$ cat src/rtl/subtractor_pkg.sv
`default_nettype none
// ============================================================================
// Module      : subtractor_pkg
// Description : Shared widths, scan-select bit positions, LED bit indices,
//               load-target encoding and the active-low 7-segment font
//               (bit 6 = a ... bit 0 = g) for the subtractor board block.
// Revision    : 1.0  initial release
// ============================================================================
package subtractor_pkg;

    localparam int OP_W  = 16;  // operand width
    localparam int CNT_W = 27;  // scan counter width
    localparam int NDIG  = 8;   // number of display digits
    localparam int SCAN_W = 3;  // digit-select width, log2(NDIG)

    // Lowest counter bit used as the digit select.
    localparam int SCAN_LSB_SLOW = 17;  // ~1.3 ms per digit at 100 MHz
    localparam int SCAN_LSB_FAST = 0;   // one digit per clock

    // LED bit positions.
    localparam int LED_BORROW = 0;
    localparam int LED_ZERO   = 1;
    localparam int LED_OVF    = 2;
    localparam int LED_SELB   = 3;

    // Which operand the next load writes.
    typedef enum logic {
        TGT_A = 1'b0,
        TGT_B = 1'b1
    } load_tgt_e;

    // Active-low hex font.
    localparam logic [6:0] SEG_0 = 7'b0000001;
    localparam logic [6:0] SEG_1 = 7'b1001111;
    localparam logic [6:0] SEG_2 = 7'b0010010;
    localparam logic [6:0] SEG_3 = 7'b0000110;
    localparam logic [6:0] SEG_4 = 7'b1001100;
    localparam logic [6:0] SEG_5 = 7'b0100100;
    localparam logic [6:0] SEG_6 = 7'b0100000;
    localparam logic [6:0] SEG_7 = 7'b0001111;
    localparam logic [6:0] SEG_8 = 7'b0000000;
    localparam logic [6:0] SEG_9 = 7'b0000100;
    localparam logic [6:0] SEG_A = 7'b0001000;
    localparam logic [6:0] SEG_B = 7'b1100000;
    localparam logic [6:0] SEG_C = 7'b0110001;
    localparam logic [6:0] SEG_D = 7'b1000010;
    localparam logic [6:0] SEG_E = 7'b0110000;
    localparam logic [6:0] SEG_F = 7'b0111000;

endpackage : subtractor_pkg
`default_nettype wire

$ cat src/rtl/hex_to_7seg.sv
`default_nettype none
// ============================================================================
// Module      : hex_to_7seg
// Description : Combinational 4-bit hex to active-low 7-segment decoder.
// Ports       : nibble  in  4  hex digit value
//               seg     out 7  segments, active-low, bit 6 = a ... bit 0 = g
// Revision    : 1.0  initial release
// ============================================================================
module hex_to_7seg
    import subtractor_pkg::*;
(
    input  logic [3:0] nibble,
    output logic [6:0] seg
);

    always_comb begin
        seg = SEG_0;
        case (nibble)
            4'h0: seg = SEG_0;
            4'h1: seg = SEG_1;
            4'h2: seg = SEG_2;
            4'h3: seg = SEG_3;
            4'h4: seg = SEG_4;
            4'h5: seg = SEG_5;
            4'h6: seg = SEG_6;
            4'h7: seg = SEG_7;
            4'h8: seg = SEG_8;
            4'h9: seg = SEG_9;
            4'hA: seg = SEG_A;
            4'hB: seg = SEG_B;
            4'hC: seg = SEG_C;
            4'hD: seg = SEG_D;
            4'hE: seg = SEG_E;
            4'hF: seg = SEG_F;
            default: seg = SEG_0;
        endcase
    end

endmodule : hex_to_7seg
`default_nettype wire

$ cat src/rtl/subtractor.sv
`default_nettype none
// ============================================================================
// Module      : subtractor
// Description : Board-level 16-bit operand subtractor. Center alternately
//               loads SW into A and B; the display shows |A-B| on digits
//               3..0 and A on digits 7..4; LEDs show the arithmetic flags.
// Ports       : CLK100MHZ   in   1   100 MHz clock
//               CPU_RESETN  in   1   synchronous active-low reset
//               SW          in  16   operand value
//               Center      in   1   asynchronous load button, active-high
//               AN          out  8   digit anodes, active-low (registered)
//               a_to_g      out  7   segments, active-low (registered)
//               LED         out  4   {selB, ovf, zero, borrow}
//               A, B        out 16   operand registers
//               C           out 27   free-running scan counter
// Config      : SIM_FAST_SCAN_EN - when defined the digit select is C[2:0]
//               instead of C[19:17], so all digits cycle every 8 clocks.
// Revision    : 1.0  initial release
// ============================================================================
module subtractor
    import subtractor_pkg::*;
(
    input  logic              CLK100MHZ,
    input  logic              CPU_RESETN,
    input  logic [OP_W-1:0]   SW,
    input  logic              Center,
    output logic [NDIG-1:0]   AN,
    output logic [6:0]        a_to_g,
    output logic [3:0]        LED,
    output logic [OP_W-1:0]   A,
    output logic [OP_W-1:0]   B,
    output logic [CNT_W-1:0]  C
);

`ifdef SIM_FAST_SCAN_EN
    localparam int SCAN_LSB = SCAN_LSB_FAST;
`else
    localparam int SCAN_LSB = SCAN_LSB_SLOW;
`endif

    // Button path
    logic sync1;
    logic sync2;
    logic sync2_d;
    logic primed;   // first post-reset sample has been taken
    logic armed;    // a genuine low level has been seen since reset
    logic load;

    // Load target
    load_tgt_e tgt;
    load_tgt_e tgt_next;

    // Arithmetic
    logic [OP_W-1:0] diff;
    logic [OP_W-1:0] mag;
    logic            borrow;
    logic            zero;
    logic            ovf;

    // Display
    logic [SCAN_W-1:0] dsel;
    logic [OP_W-1:0]   disp_src;
    logic [3:0]        nibble;
    logic [6:0]        seg;

    // ------------------------------------------------------------------
    // Synchronizer, edge detector and operand registers.
    // The edge detector only fires once a real low sample has been taken
    // after reset, so a button held through reset cannot masquerade as a
    // fresh press when the cleared synchronizer refills with ones.
    // ------------------------------------------------------------------
    always_ff @(posedge CLK100MHZ) begin
        if (!CPU_RESETN) begin
            sync1   <= 1'b0;
            sync2   <= 1'b0;
            sync2_d <= 1'b0;
            primed  <= 1'b0;
            armed   <= 1'b0;
            load    <= 1'b0;
            tgt     <= TGT_A;
            A       <= '0;
            B       <= '0;
        end else begin
            sync1   <= Center;
            sync2   <= sync1;
            sync2_d <= sync2;
            primed  <= 1'b1;
            if (primed && !sync1) begin
                armed <= 1'b1;
            end
            load    <= sync2 & ~sync2_d & armed;
            tgt     <= tgt_next;
            if (load && (tgt == TGT_A)) begin
                A <= SW;
            end
            if (load && (tgt == TGT_B)) begin
                B <= SW;
            end
        end
    end

    always_comb begin
        tgt_next = tgt;
        if (load) begin
            tgt_next = (tgt == TGT_A) ? TGT_B : TGT_A;
        end
    end

    // ------------------------------------------------------------------
    // Flags and magnitude
    // ------------------------------------------------------------------
    always_comb begin
        diff   = A - B;
        borrow = (A < B);
        zero   = (A == B);
        mag    = borrow ? (B - A) : diff;
        // Operands of differing sign whose wrapped result flips A's sign.
        ovf    = (A[OP_W-1] != B[OP_W-1]) && (diff[OP_W-1] != A[OP_W-1]);
    end

    always_comb begin
        LED             = '0;
        LED[LED_BORROW] = borrow;
        LED[LED_ZERO]   = zero;
        LED[LED_OVF]    = ovf;
        LED[LED_SELB]   = (tgt == TGT_B);
    end

    // ------------------------------------------------------------------
    // Digit mux: digits 0..3 carry mag, digits 4..7 carry A.
    // ------------------------------------------------------------------
    assign dsel = C[SCAN_LSB +: SCAN_W];

    always_comb begin
        disp_src = dsel[2] ? A : mag;
        nibble   = 4'h0;
        case (dsel[1:0])
            2'd0: nibble = disp_src[3:0];
            2'd1: nibble = disp_src[7:4];
            2'd2: nibble = disp_src[11:8];
            2'd3: nibble = disp_src[15:12];
            default: nibble = 4'h0;
        endcase
    end

    hex_to_7seg u_hex_to_7seg (
        .nibble (nibble),
        .seg    (seg)
    );

    // ------------------------------------------------------------------
    // Scan counter and registered display outputs
    // ------------------------------------------------------------------
    always_ff @(posedge CLK100MHZ) begin
        if (!CPU_RESETN) begin
            C      <= '0;
            AN     <= {{(NDIG-1){1'b1}}, 1'b0};
            a_to_g <= SEG_0;
        end else begin
            C      <= C + CNT_W'(1);
            AN     <= ~({{(NDIG-1){1'b0}}, 1'b1} << dsel);
            a_to_g <= seg;
        end
    end

endmodule : subtractor
`default_nettype wire

$ cat config.mk
export PLATFORM = sky130hd
export DESIGN_NAME = subtractor
export DESIGN_NICKNAME = d
export VERILOG_FILES = /design/src/rtl/subtractor_pkg.sv /design/src/rtl/hex_to_7seg.sv /design/src/rtl/subtractor.sv
export SDC_FILE = /design/constraint.sdc
export NUM_CORES = 1
export LEC_CHECK = 0
export BUFFER_PORTS_ARGS = -buffer_cell sky130_fd_sc_hd__buf_2
export CAP_MARGIN = 25
export CORE_MARGIN = 2
export CORE_UTILIZATION = 40
export CTS_CLUSTER_DIAMETER = 50
export DETAILED_ROUTE_END_ITERATION = 16
export PLACE_DENSITY_LB_ADDON = 0.2
export SLEW_MARGIN = 20
export SYNTH_ARGS = -nofsm -noshare
export SYNTH_HDL_FRONTEND = slang
export SYNTH_SLANG_ARGS = --single-unit
$ cat constraint.sdc
create_clock -name CLK100MHZ -period 5.5 [get_ports CLK100MHZ]
set_clock_uncertainty 0.15 [all_clocks]
set_input_delay 1.1 -clock CLK100MHZ [delete_from_list [all_inputs] [get_ports CLK100MHZ]]
set_output_delay 1.1 -clock CLK100MHZ [all_outputs]
set_load 0.01 [all_outputs]
; Yosys cells after proc, flatten, opt, wreduce, memory -nomap -nowiden
; Memory sizes are Yosys's and may differ from the RTL's. A register that Yosys moved wholly into a read port is not among the register bits.
; Index checks and enable logic that the tools add are counted.
[word_totals]
register_bits = 74
romBits = 112
in_bits = 19
output_inout_bits = 78
elab_cells = 40
n_memories = 1
[mem_list]
columns = name, words, width, read_ports, rd_clocked_by_memory_dff, write_ports, line
row1 = (no name shown), 16, 7, 1, 1, 0, hex_to_7seg.sv:18  ; case (nibble)
[classes]
addsub = 3
magnitude_cmp = 1
eq_ne = 6
n_shift = 1
muxes = 5
bitwise = 5
reduce_logical = 7
[op_table]
columns = op, count
row1 = 16-bit 2-to-1 mux, 2
row2 = 16-bit subtractor, 2
row3 = "27-bit by 1-bit adder with 27-bit output, second input constant", 1
row4 = 16-bit == test, 1
row5 = 16-bit less-than comparator, 1
row6 = 4-bit case mux with 4 select lines, 1
row7 = 8-bit inverter, 1
row8 = "1-bit by 3-bit << shifter with 8-bit output, first input constant", 1
row9 = "2-bit == test, second input constant", 2
row10 = 1-bit logical AND, 4
row11 = 1-bit AND, 2
row12 = "2-bit by 1-bit == test with 1-bit output, second input constant", 1
row13 = 1-bit zero test, 2
row14 = 2-bit zero test, 1
row15 = 1-bit 2-to-1 mux, 2
row16 = 1-bit != test, 2
row17 = 1-bit inverter, 2

; Depth between registers and ports, before layout
; Gate-level depths: netlist (run 1).
[logic_depth]
word_depth = 4
depth_mapped = 19
depth_no_buf = 19

; By module
; Synthesis (run 1) repeated with hierarchy kept, for this count alone.
[unflattened]
cells_unflattened = 614
area_unflattened_um2 = 5151.2
[by_module_without_submodules]
columns = mod, instances, cells_each, area_each_um2, seq_area_each_um2
row1 = subtractor, 1, 582, 4877.2, 1621.6
row2 = hex_to_7seg, 1, 32, 274.0, 0.0

; Least setup slack after synthesis (run 1)
; No wires, ideal clock.
[synth_path]
kind = register -> register
from = register A[11]
to = register a_to_g[2]
setup_time_ns = 0.116
arrival_ns = 3.638
required_ns = 5.234
slack_ns = 1.596
path_stages_with_launch = 17
path_buffers = 1
synth_period_minus_slack_ns = 3.904
cell_sequence = dfxtp_1 > inv_1 > ha_1 > buf_6 > nand4_1 > nor3_2 > a2111oi_1 > o32ai_1 > a311o_1 > a31oi_1 > xnor2_1 > a221oi_2 > inv_1 > ha_1 > nor3_1 > a21oi_2 > a31o_1
[synth_via]
elab_chain_len = 4
word_cells_on_any_way = 6
classes_between = add/sub (2) / order compare (1) / mux (3)
[synth_rtl]
columns = item, line
row1 = "start, declared", subtractor.sv:30  ; output logic [OP_W-1:0] A,
row2 = "start signal, assigned", subtractor.sv:81  ; A <= '0;
row3 = "start signal, assigned", subtractor.sv:94  ; A <= SW;
row4 = "16-bit subtractor, or another cell as far along", subtractor.sv:113  ; diff = A - B;
row5 = 16-bit 2-to-1 mux, subtractor.sv:116  ; mag = borrow ? (B - A) : diff;
row6 = 16-bit 2-to-1 mux *, subtractor.sv:135  ; disp_src = dsel[2] ? A : mag;
row7 = 4-bit case mux with 4 select lines *, subtractor.sv:137  ; case (dsel[1:0])
row8 = "end, declared", subtractor.sv:28  ; output logic [6:0] a_to_g,
; Mark *: on every way between the ends. The rest lies on a longest branch, timed or not.
; A chain may end at the register's enable or synchronous reset.

; Worst setup path in the final report (run 1)
[layout_path]
from = register A[10]
to = register a_to_g[2]
; The elaborated chain is that of the path after synthesis.

==> results.ini, run 1 <==
[global_route]
grt_usage_pct=22.87
overflow=0
grt_start_max_net_pins=45
antenna_found_initial=1
grt_pass1_vias=4758
grt_pass1_wl_um=25360

[clock_network]
postCtsHoldBufs=0
root_buffer=clkbuf_16
insertion_delay_ns=0.35
cts.sinks=81
cts_resized=0
cts_tree=yes
cts-buffers-inserted=9
h-tree-depth=3
cts_setup_buffers=0
cts_buffer_depth=2
path_clk_slew_ns=0.06

[synthesis]
ys_types=75
synth_top_area_cell=dfxtp_1
yosysWarningCount=0
synthTopCellsByArea=dfxtp_1 (31%), ha_1 (9.1%), nand2_1 (7.4%)
synth_top_cell_area_share_pct=31.06
synth_nets=715
netlist_instances=656
syn_avg_cell_area_um2=7.957
synth_edf_count=0
syn-cell-area_um2=5220
synthFlopType=dfxtp_1
ys_ff_latch=81
seq_area_frac_synth_pct=31.06
synthArstFlopShare_pct=0

[worst_setup_path]
r2r-start=A[10]$_SDFFE_PN0P_
rrSetupSlack_ns=0.84
timing.rr.end=a_to_g[2]$_SDFF_PN0_
cp-endpoint=a_to_g[2]$_SDFF_PN0_
r2r_cells=15
crit_arrival_ns=4.74
crit_type=register to register
required_ns=5.59
slowest_delay_ns=0.60
critPathSlowestCell=a221oi_2
endpoint_kind=register
crit_path_start=A[10]$_SDFFE_PN0P_
start_kind=register
path_cells=inv_1 > ha_1 > nand2_1 > o21ai_2 > a221o_1 > o32ai_1 > a311o_1 > a31oi_1 > xnor2_1 > a221oi_2 > inv_1 > ha_1 > nor3_1 > a21oi_2 > a31o_1
critical_path_peak_fanout=10

[status]
outcome=complete, no violations

[die]
num_rows=41
ios=97
fp.dieH_um=118.2
dieWidth_um=118.2
start_util_pct=41.20
core_um2=12670
dieArea_um2=13980

[routing]
drt_wl_total_um=15990
remaining_drc_errors=0
drt_pre_antenna_iters=4
viasPerCell=5.445
ant_nets=0
drt_iter0_drc=369
routedWlPerCell_um=17.68
num_vias=4922

[timing]
rsz0062_at_grt=false
worstMarginPinSlew_ns=0.9816
setup_viol=0
fin_crit_sh_pct=84.66
timing.final.crit_period_ns=4.656
slew_headroom_pct=34.47
hold_viol=0
finalMaxSlewViolations=0
holdWs_ns=0.2907
finalSetupTns_ns=0
max_freq_mhz=214.8

[power_and_ir_drop]
powerDensity_nw_per_um2=221.5
p_leak_nw=2.571
power_w=0.001336
peakVddDrop_uv=183.1

[finish]
areaGrowthSynthToFinish_pct=15.58
final_util_pct=47.62
drive_above_1_share_pct=18.85
nets=786
fillers=1287
insertedDiodeCount=0
final_cell_mix=nand2_1 (103), buf_2 (96), dfxtp_1 (81)
layout_commonest_cell=nand2_1

[place]
hpwl_um=12130
io_buffers=96
place.gp.congestion=1.018

[min_path]
min_path_type=register to register

[flow_run]
drv_cap=0

-- Yosys cell counts, types with 5 or more instances --
cell,count
or3_1,5
dfxtp_1,81
nand2_1,103
buf_4,6
ha_1,38
xnor2_1,16
o211ai_1,5
xor2_1,18
nor3_1,9
buf_1,6
clkbuf_1,17
a31oi_1,5
and2_1,6
mux2i_1,12
and3_1,11
o31ai_1,5
o221ai_1,5
nand3_1,20
a21o_1,11
nand2b_1,7
nand4_1,8
buf_2,5
o21ai_0,18
inv_1,49
nor2_1,46
a21oi_1,71
-- per-layer routing --
| layer | up-vias | part of all wire [%] | GRT usage [%] |
|---|---|---|---|
| li1 | 2403 | - | - |
| met1 | 2344 | 46 | 30.68 |
| met2 | 151 | 47 | 36.96 |
| met3 | 22 | 5.4 | 4.344 |
| met4 | 2 | 1.6 | 7.229 |
| met5 | - | 0.081 | 0 |
-- stage by stage --
stage                     cells  setup slack [ns]  cell area, um^2
final                       904            0.8436             6033
after global routing        904            0.5192             6033
after CTS                   904            0.9064             6033
after global placement      888            0.9781             5729
after floorplan             656             1.596             5220
after detailed placement    888            0.9252             5729
-- cells by family (layout without fill, tap and decap cells) --
logic type / after synthesis / after routing / share of synthesized area, %
XOR/XNOR: 34 / 34 / 5.705
adder cells (fa/ha/maj): 40 / 40 / 9.875
multiplexers: 15 / 15 / 3.380
buffers and inverters: 89 / 165 / 7.694
flip-flops: 81 / 81 / 31.06
AO/OA/AOI/OAI: 157 / 157 / 20.54
AND/OR/NAND/NOR: 240 / 240 / 21.74
-- worst max-delay path: cells and delay by family, from the launching register on --
family	cells	cell delay, ns
AO/OA/AOI/OAI	8	2.27
adder cells (fa/ha/maj)	2	0.81
flip-flops	1	0.49
AND/OR/NAND/NOR	2	0.46
buffers and inverters	2	0.23
XOR/XNOR	1	0.13
-- worst min path at each step --
stage                                 from          endpoint  slack (ns)  depth (start not counted)
after detailed placement  sync1$_SDFF_PN0_  sync2$_SDFF_PN0_        0.28                          2
after CTS                 sync1$_SDFF_PN0_  sync2$_SDFF_PN0_        0.29                          2
after global routing      sync1$_SDFF_PN0_  sync2$_SDFF_PN0_        0.32                          2
after global placement     C[0]$_SDFF_PN0_   C[0]$_SDFF_PN0_        0.29                          1
after floorplan           sync1$_SDFF_PN0_  sync2$_SDFF_PN0_        0.27                          2
final                     sync1$_SDFF_PN0_  sync2$_SDFF_PN0_        0.29                          2
-- sequential cells by signal, indices dropped and copies added (netlist names), 7 cells and up --
register,cells
C,27
A,16
B,16
AN,8
a_to_g,7
-- final cells by class --
| class | count | area, um^2 | area share (%) |
|---|---|---|---|
| inverters | 51 | 200.2 | 3.318 |
| clock buffers | 11 | 242.7 | 4.023 |
| multi-input cells | 486 | 3197 | 52.99 |
| clock inverters | 5 | 61.31 | 1.016 |
| repair buffers | 98 | 495.5 | 8.212 |
| flip-flops and latches | 81 | 1622 | 26.88 |
| well taps | 172 | 215.2 | 3.567 |
-- power breakdown --
| part | internal, W | switching (W) | leakage [nW] |
|---|---|---|---|
| clock | 0.000367 | 0.000248 | 0.151 |
| combinational | 0.0000467 | 0.0000756 | 1.77 |
| sequential | 0.000594 | 0.00000505 | 0.655 |
Power figures use the tool's default switching activity.
==> run 2, diff against run 1 <==
- ABC_AREA: unset -> 1
- clock period: 5.5 -> 4.7 ns (I/O delays scaled with it)
==> results.ini, run 2 <==
[status]
outcome=complete, no violations

[worst_setup_path]
critical_path_peak_fanout=18
required_ns=3.61
r2r-start=A[0]$_SDFFE_PN0P_
slowest_delay_ns=0.45
crit_path_start=A[0]$_SDFFE_PN0P_
path_cells=inv_1 > ha_1 > inv_1 > fa_1 > nand3_1 > nand3_1 > nand2_1 > nand2_2 > nand2_4 > nand2_8 > inv_4 > buf_2
critPathSlowestCell=fa_1
start_kind=register
endpoint_kind=output port
crit_type=register to output port
crit_arrival_ns=2.44

[place]
place.gp.congestion=0.9668
hpwl_um=12160
io_buffers=96
place_ws_ns=1.412

[power_and_ir_drop]
powerDensity_nw_per_um2=264.9
peakVddDrop_uv=218.0
p_leak_nw=3.269

[die]
dieArea_um2=14560
dieWidth_um=120.7
start_util_pct=41.11
ios=97
fp.dieH_um=120.7
core_um2=13240
num_rows=42

[flow_run]
drv_cap=0

[finish]
areaGrowthSynthToFinish_pct=16.32
drive_above_1_share_pct=16.77
seq_area_um2=1622
layout_commonest_cell=nand2_1
final_cell_mix=nand2_1 (217), inv_1 (140), buf_2 (96)
nets=978
reg_top3=C: 27 flops, A: 16 flops, B: 16 flops
multi_input_area_um2=3137
largest_reg_flops=27
insertedDiodeCount=0
fillers=1422
top_register=C

[synthesis]
yosysWarningCount=0
synthFlopType=dfxtp_1
synth.most_common_cell=nand2_1
syn-cell-area_um2=5444
ys_ff_latch=81
synth_edf_count=0
ys_types=43
synth_top_area_cell=dfxtp_1
seq_area_frac_synth_pct=29.79
ys_top_cells_by_count=nand2_1 (217), inv_1 (140), dfxtp_1 (81)
synth_top_cell_area_share_pct=29.79
synth_nets=892
synthTopCellsByArea=dfxtp_1 (30%), nand2_1 (15%), inv_1 (9.7%)
netlist_instances=833
synthArstFlopShare_pct=0
syn_avg_cell_area_um2=6.535

[global_route]
overflow=0
grt_pass1_vias=5012
grt_pass1_wl_um=25100
antenna_found_initial=1
grt_usage_pct=22.09
grt_start_max_net_pins=63

[timing]
fin_ws_ns=1.171
finalSetupTns_ns=0
fin_crit_sh_pct=75.09
worstMarginPinSlew_ns=0.7135
timing.final.crit_period_ns=3.529
hold_viol=0
setup_viol=0
finalMaxSlewViolations=0
rsz0062_at_grt=false
max_freq_mhz=283.4
slew_headroom_pct=52.07

[clock_network]
postCtsHoldBufs=0
cts_resized=0
cts_buffer_depth=2
path_clk_slew_ns=0.06
cts_setup_buffers=0
insertion_delay_ns=0.35
h-tree-depth=3
cts-buffers-inserted=9
cts.sinks=81
cts_tree=yes
root_buffer=clkbuf_16

[routing]
ant_nets=0
viasPerCell=4.896
num_vias=5386
drt_pre_antenna_iters=5
routedWlPerCell_um=14.15
drt_wl_total_um=15560
drt_iter0_drc=345
remaining_drc_errors=0

[min_path]
min_from=sync2_d$_SDFF_PN0_
min_path_type=register to register

[run 2: report_power, final]
part / internal [W] / switching (W) / total (W)
clock: 0.000390 / 0.000302 / 0.000692
sequential: 0.000703 / 0.00000739 / 0.000710
combinational: 0.0000956 / 0.000180 / 0.000275
[run 2: cell families after synthesis]
family / count (synthesis) / share of synthesized area [%]
DFF: 81 / 29.79
xor gates and xnor gates: 14 / 2.252
AOI/OAI and AO/OA: 147 / 14.48
buffers and inverters: 170 / 12.59
and+or+nand+nor: 381 / 31.42
adders and majority gates: 40 / 9.469
[run 2: metrics by stage]
stage | power, W | instance area, um^2 | hold slack (ns) | util [%] | cells
after floorplan | 0.0009394 | 5444 | 0.2248 | - | 833
after global placement | 0.0009993 | 6026 | 0.2339 | 45.50 | 1083
after detailed placement | 0.0009969 | 6026 | 0.2351 | 45.50 | 1083
after CTS | 0.001693 | 6317 | 0.2561 | 47.70 | 1099
after global routing | 0.001764 | 6332 | 0.2638 | 47.82 | 1100
final | 0.001678 | 6332 | 0.2526 | 47.82 | 1100
[run 2: routing by layer]
metal / routed length [um] / GRT usage, %
met3: 961 / 4.811
met2: 6730 / 33.79
met5: 8 / 0
met1: 7419 / 29.98
met4: 442 / 9.302
[run 2: layout make-up]
class,count,share of cell area [%]
multi-input combinational,582,49.54
sequential,81,25.61
clock inverter,5,0.6125
inverter,146,8.714
tap,176,3.478
timing repair buffer,99,8.062
clock buffer,11,3.991
[run 2: worst max-delay path, delay by kind of cell (launching register included)]
kind	cells	cell delay, ns
AND/OR/NAND/NOR	6	0.63
adder cells (fa/ha/maj)	2	0.60
buffers and inverters	4	0.52
flip-flops	1	0.34
[run 2: path summary, 6_finish.rpt]
path	endpoint	cells after the start	slack, ns
setup reg to reg	a_to_g[6]$_SDFF_PN0_	23	1.40
hold reg to reg	load$_SDFF_PN0_	1	0.25
setup / recovery	LED[0]	12	1.17
hold / removal	load$_SDFF_PN0_	1	0.25
